--- config.mk ---
export PLATFORM = sky130hd
export DESIGN_NAME = mem_port_ctrl
export DESIGN_NICKNAME = d
export VERILOG_FILES = /design/src/rtl/lc3b_types.sv /design/src/rtl/mem_byte_lane.sv /design/src/rtl/mem_port_ctrl.sv
export SDC_FILE = /design/constraint.sdc
export NUM_CORES = 1
export LEC_CHECK = 0
export CAP_MARGIN = 0
export CORE_MARGIN = 2
export CORE_UTILIZATION = 45
export CTS_CLUSTER_DIAMETER = 100
export DETAILED_ROUTE_END_ITERATION = 8
export PLACE_DENSITY_LB_ADDON = 0.15
export SYNTH_ARGS = -nofsm -noshare
export SYNTH_HDL_FRONTEND = slang
export SYNTH_HIERARCHICAL = 1
export SYNTH_SLANG_ARGS = --single-unit
--- constraint.sdc ---
create_clock -name clk -period 2.2 [get_ports clk]
set_input_delay 0.33 -clock clk [delete_from_list [all_inputs] [get_ports clk]]
set_output_delay 0.33 -clock clk [all_outputs]
set_load 0.02 [all_outputs]
--- src/rtl/lc3b_types.sv ---
// Shared LC-3b datapath types for the MEM-stage memory port.
// Contents:
//   lc3b_word        - 16-bit machine word
//   mem_port_state_t - memory port controller states
//   BE_WORD          - byte-enable pattern for a full-word access
package lc3b_types;

  typedef logic [15:0] lc3b_word;

  typedef enum logic [1:0] {
    IDLE = 2'd0,
    BUSY = 2'd1,
    DONE = 2'd2
  } mem_port_state_t;

  localparam logic [1:0] BE_WORD = 2'b11;

endpackage : lc3b_types

--- src/rtl/mem_byte_lane.sv ---
// Byte-lane steering for LC-3b word/byte accesses (purely combinational).
// Ports:
//   byte_sel    in   1 = byte access, 0 = word access
//   addr_lsb    in   byte address bit 0 (selects the high lane when 1)
//   store_data  in   pipeline store data; byte stores use [7:0]
//   raw_rdata   in   raw 16-bit word returned by memory
//   byte_enable out  [1] high byte, [0] low byte
//   lane_wdata  out  write data replicated onto the addressed lane
//   fmt_rdata   out  load data, byte loads zero-extended
module mem_byte_lane
  import lc3b_types::*;
(
  input  logic       byte_sel,
  input  logic       addr_lsb,
  input  lc3b_word   store_data,
  input  lc3b_word   raw_rdata,
  output logic [1:0] byte_enable,
  output lc3b_word   lane_wdata,
  output lc3b_word   fmt_rdata
);

  // Select lanes and format data for the current access width.
  always_comb begin
    byte_enable = BE_WORD;
    lane_wdata  = store_data;
    fmt_rdata   = raw_rdata;
    if (byte_sel) begin
      // Memory picks the lane via byte_enable, so both lanes carry the byte.
      lane_wdata = {store_data[7:0], store_data[7:0]};
      if (addr_lsb) begin
        byte_enable = 2'b10;
        fmt_rdata   = {8'h00, raw_rdata[15:8]};
      end else begin
        byte_enable = 2'b01;
        fmt_rdata   = {8'h00, raw_rdata[7:0]};
      end
    end else begin
      byte_enable = BE_WORD;
      lane_wdata  = store_data;
      fmt_rdata   = raw_rdata;
    end
  end

endmodule : mem_byte_lane

--- src/rtl/mem_port_ctrl.sv ---
// MEM-stage data memory port: accepts one LC-3b load/store at a time,
// runs it over the physical-memory strobe/resp handshake, returns the
// formatted result with a one-cycle mem_resp pulse, stalls the pipeline
// meanwhile and bounds the wait for memory with a watchdog.
// Ports:
//   clk, reset_n                     clock, async active-low reset
//   mem_read/mem_write/mem_byte      pipeline request strobes and width
//   mem_address/mem_wdata            byte address and store data
//   mem_rdata/mem_resp/stall         load data, completion pulse, stall
//   pmem_read/pmem_write             memory strobes
//   pmem_address/pmem_wdata          word-aligned address, write data
//   pmem_byte_enable                 write lane enables
//   pmem_rdata/pmem_resp             memory read data, completion
//   err_timeout/err_proto            sticky error flags
module mem_port_ctrl
  import lc3b_types::*;
#(
  parameter int unsigned TIMEOUT_CYCLES = 64,
  parameter int unsigned CNT_W          = 8
) (
  input  logic       clk,
  input  logic       reset_n,
  input  logic       mem_read,
  input  logic       mem_write,
  input  logic       mem_byte,
  input  lc3b_word   mem_address,
  input  lc3b_word   mem_wdata,
  output lc3b_word   mem_rdata,
  output logic       mem_resp,
  output logic       stall,
  output logic       pmem_read,
  output logic       pmem_write,
  output lc3b_word   pmem_address,
  output lc3b_word   pmem_wdata,
  output logic [1:0] pmem_byte_enable,
  input  lc3b_word   pmem_rdata,
  input  logic       pmem_resp,
  output logic       err_timeout,
  output logic       err_proto
);

  localparam bit WDOG_EN = (TIMEOUT_CYCLES != 32'd0);
  // Count value seen in the last BUSY cycle before expiry.
  localparam logic [CNT_W-1:0] TO_LAST =
      WDOG_EN ? CNT_W'(TIMEOUT_CYCLES - 32'd1) : '0;

  mem_port_state_t  state_r, next_state_s;
  lc3b_word         addr_r, wdata_r, rdata_r;
  logic             byte_r, write_r;
  logic [CNT_W-1:0] wdog_r;
  logic             err_to_r, err_pr_r;

  logic             busy_s, accept_s, expire_s;
  logic [1:0]       lane_be_s;
  lc3b_word         lane_wdata_s, lane_rdata_s;

  assign busy_s   = (state_r == BUSY);
  assign accept_s = (state_r == IDLE) && (mem_read || mem_write);
  // pmem_resp takes priority over expiry in the same cycle.
  assign expire_s = WDOG_EN && busy_s && !pmem_resp && (wdog_r == TO_LAST);

  mem_byte_lane u_lane (
    .byte_sel    (byte_r),
    .addr_lsb    (addr_r[0]),
    .store_data  (wdata_r),
    .raw_rdata   (pmem_rdata),
    .byte_enable (lane_be_s),
    .lane_wdata  (lane_wdata_s),
    .fmt_rdata   (lane_rdata_s)
  );

  // State register.
  always_ff @(posedge clk or negedge reset_n) begin
    if (!reset_n) begin
      state_r <= IDLE;
    end else begin
      state_r <= next_state_s;
    end
  end

  // Next-state logic.
  always_comb begin
    next_state_s = state_r;
    case (state_r)
      IDLE: begin
        if (mem_read || mem_write) begin
          next_state_s = BUSY;
        end else begin
          next_state_s = IDLE;
        end
      end
      BUSY: begin
        if (pmem_resp || expire_s) begin
          next_state_s = DONE;
        end else begin
          next_state_s = BUSY;
        end
      end
      DONE:    next_state_s = IDLE;
      default: next_state_s = IDLE;
    endcase
  end

  // Request capture at accept; write wins when both strobes are high.
  always_ff @(posedge clk or negedge reset_n) begin
    if (!reset_n) begin
      addr_r  <= 16'h0000;
      wdata_r <= 16'h0000;
      byte_r  <= 1'b0;
      write_r <= 1'b0;
    end else if (accept_s) begin
      addr_r  <= mem_address;
      wdata_r <= mem_wdata;
      byte_r  <= mem_byte;
      write_r <= mem_write;
    end else begin
      addr_r  <= addr_r;
      wdata_r <= wdata_r;
      byte_r  <= byte_r;
      write_r <= write_r;
    end
  end

  // Watchdog: counts BUSY cycles without pmem_resp, cleared elsewhere.
  always_ff @(posedge clk or negedge reset_n) begin
    if (!reset_n) begin
      wdog_r <= '0;
    end else if (busy_s && !pmem_resp && !expire_s && WDOG_EN) begin
      wdog_r <= wdog_r + CNT_W'(1);
    end else begin
      wdog_r <= '0;
    end
  end

  // Load data register: holds until the next read completes or a timeout.
  always_ff @(posedge clk or negedge reset_n) begin
    if (!reset_n) begin
      rdata_r <= 16'h0000;
    end else if (busy_s && pmem_resp && !write_r) begin
      rdata_r <= lane_rdata_s;
    end else if (expire_s) begin
      rdata_r <= 16'h0000;
    end else begin
      rdata_r <= rdata_r;
    end
  end

  // Sticky error flags, cleared only by reset.
  always_ff @(posedge clk or negedge reset_n) begin
    if (!reset_n) begin
      err_to_r <= 1'b0;
      err_pr_r <= 1'b0;
    end else begin
      err_to_r <= err_to_r | expire_s;
      err_pr_r <= err_pr_r | (accept_s & mem_read & mem_write);
    end
  end

  // Strobes and lanes decode from the state register, so reset drops them at once.
  assign pmem_read        = busy_s & ~write_r;
  assign pmem_write       = busy_s & write_r;
  assign pmem_address     = {addr_r[15:1], 1'b0};
  assign pmem_byte_enable = (busy_s && write_r) ? lane_be_s : 2'b00;
  assign pmem_wdata       = (busy_s && write_r) ? lane_wdata_s : 16'h0000;

  assign mem_resp    = (state_r == DONE);
  assign mem_rdata   = rdata_r;
  assign stall       = (mem_read | mem_write) & ~mem_resp;
  assign err_timeout = err_to_r;
  assign err_proto   = err_pr_r;

endmodule : mem_port_ctrl

==> results.cfg, run 1 <==
[placed_design]
dp.cells = 433
portBuffers = 108
gp_congestion = 0.794
dpl.hpwl_mm = 4.64

[worst_setup_path]
cpPeakStageDelay_ns = 0.61
cp_slowest_cell = clkdlybuf4s50_1
path_buf_inv = 2
r2r_slack_ns = 0.28
critPathLaunchType = flop
critPathRequiredTime_ns = 1.87
worst-path-max-fanout = 8
path_class = flop to output port
critPathTopFamily = buffers and inverters
cp.arrival_ns = 1.76
end_kind = output port
worstPathCellList = buf_4 > and2b_2 > nor2_1 > clkdlybuf4s50_1

[cts]
clkTransAtPathRegs_ns = 0.07
cts_max_path_buffers = 2
cts-root-buf = clkbuf_8
cts_resized = 19
cts.sinks = 62
clk_latency_ns = 0.33
postCtsHoldBufs = 0
post-cts-setup-buffer-count = 0
htreeDepth = 3
numCtsBuffers = 9
cts_tree = built

[drt]
ant_nets = 0
via_per_inst = 5.00
drt_iter0_drc = 118
finalWirelength_mm = 6.60
drcViolationCount = 0
dr.pass1.iters = 4
wl_per_cell_um = 14.7
vias = 2245

[min_path]
min_path_type = input pin to async pin

[synthesis]
syn_nets = 326
synth_top_area_share_pct = 49.8
synth_edf_count = 0
synthesis.area_um2 = 3120
avgSynthCellArea_um2 = 11.5
synth_seq_cells = 62
synth_cells = 271
ys_types = 43
synthTopCellsByArea = dfrtp_1, mux2_2, buf_4
synth_flop_cell = dfrtp_1
synth-async-reset-ratio_pct = 100
yosys_warnings = 6
yosysSeqAreaShare_pct = 49.8
yosysTopAreaCell = dfrtp_1

[sta]
setup-tns-final_ns = 0
clock.fmax_ghz = 0.478
finalSetupViolCount = 0
drv_slew = 0
slew_headroom_pct = 64.9
hold_viol = 7
tightest_slew_ns = 0.521
period_share_pct = 95.1
period_minus_slack_ns = 2.09
whs_ns = -0.0162
fin_skew_ns = 0.00715
grt_setup_unrepaired = false

[grt]
grt_max_degree = 63
gr-total-overflow = 0
grt_pass1_vias = 2272
grt_first_pass_wirelength_mm = 10.9
grtUsageTotal_pct = 18.7
grt_antenna_before_repair = 0

[power]
p_leak_nw = 1.92
total_power_w = 0.00593
max-vdd-ir-drop_mv = 0.687
power.density_nw_per_um2 = 1370

[floorplanning]
design.die.area_um2 = 7600
initial_utilization_pct = 46.1
die_w_um = 87.2
core_area_um2 = 6760
num_rows = 30
io_pins = 110
dieHeight_um = 87.2

[cells_and_area]
drive_gt1_share_pct = 22.8
instances_no_fill = 449
fin_util_pct = 64.1
syn2layout_area_growth_pct = 39.0
n_antenna_cell = 0
nets = 419

[run_status]
outcome = finished with violations
violations = hold timing

[flow_run]
drv_cap = 0
==> flip-flops by register name (all words and copies together), names as in the netlist <==
| signal | flops |
|---|---|
| err_timeout | 1 |
| mem_rdata | 16 |
| state_r | 2 |
| addr_r | 16 |
| wdog_r | 8 |
| byte_r | 1 |
| write_r | 1 |
| wdata_r | 16 |
| err_proto | 1 |
==> kinds of logic after synthesis <==
logic type | after synthesis | share of synthesized area, %
other | 1 | 0.120
AND/OR/NAND/NOR | 90 | 16.3
AO/OA/AOI/OAI | 27 | 4.98
XOR/XNOR | 3 | 0.844
flip-flops | 62 | 49.8
buffers and inverters | 38 | 8.79
multiplexers | 49 | 18.8
adder cells (fa/ha/maj) | 1 | 0.402
==> worst reg2reg max path: cells and delay by family, from the launching register on <==
kind	cells	cell delay [ns]
DFF	1	0.43
and+or+nand+nor	2	0.63
adders and majority gates	1	0.27
AOI/OAI and AO/OA	1	0.46
==> per-stage QoR <==
stage                     hold slack [ns]  setup WS, ns  area [µm²]
after global routing               0.0176        0.0520        4330
after detailed placement            0.370         0.232        4130
after global placement              0.369         0.228        4130
final                             -0.0162         0.108        4330
after floorplan                    0.0344         0.384        3120
after CTS                         0.00134        0.0407        4330
==> cells in the mapped netlist, types with 2 or more instances <==
cell and count:
nor2b_1 8, buf_6 5, mux2_2 40, mux2_4 9
buf_2 3, and3b_2 2, buf_4 24, nand2_1 35
dfrtp_1 62, clkbuf_1 4, xor2_1 2, nor2_1 8
inv_1 2, a21oi_1 2, o21ai_0 16, and2_1 18
nor3b_1 2, o21ai_1 2, nand3_1 3
==> report_power, final <==
part,leakage (nW),switching (W),internal (W)
registers,0.761,0.000283,0.00162
logic,1.06,0.00137,0.00155
clock network,0.104,0.000432,0.000671
total,1.92,0.00209,0.00384
==> worst paths after layout <==
check,startpoint,to,cells after the start
worst max-delay path,state_r[1],stall,4
worst min-delay path,reset_n,addr_r[13],2
worst max register to register,wdog_r[0],wdog_r[3],4
worst min register to register,err_proto,err_proto,1
max in group asynchronous,reset_n,addr_r[0],2
min in group clk,err_proto,err_proto,1
==> placed cells by master, fill, tap and decap left out, types with 2 or more instances in the layout <==
cell and n:
a21oi_1 2, and2_1 18, buf_12 2, buf_4 8
bufinv_16 2, clkbuf_1 3, clkbuf_8 10, clkdlybuf4s50_1 88
dfrtp_1 62, dlygate4sd2_1 18, inv_1 2, mux2_2 40
mux2_4 9, nand2_1 35, nand3_1 3, nor2_1 8
nor2b_1 8, nor3b_1 2, o21ai_0 16, o21ai_1 2
xor2_1 2
==> cell type report <==
class / instances / area [µm²]
clock inverter: 3 / 67.6
fill: 575 / 2420
multi-input combinational: 171 / 1300
tap: 80 / 100
timing repair buffer: 118 / 1160
sequential: 62 / 1550
clock buffer: 13 / 149
inverter: 2 / 7.51
==> routing by layer <==
metal | global-route usage [%] | vias up | part of all wire (%)
met5 | 0 | - | 0
met4 | 8.25 | 0 | 2.2
met3 | 5.88 | 13 | 6.0
met2 | 30.0 | 71 | 47
met1 | 23.3 | 1085 | 44
li1 | - | 1076 | -
Power figures use the tool's default switching activity.
==> inputs of run 2 (changes only) <==
Settings changed: CAP_MARGIN 0 to 25.
==> results of run 2 <==
Same layout as run 1: the final DEF is identical, and so are final timing and power.
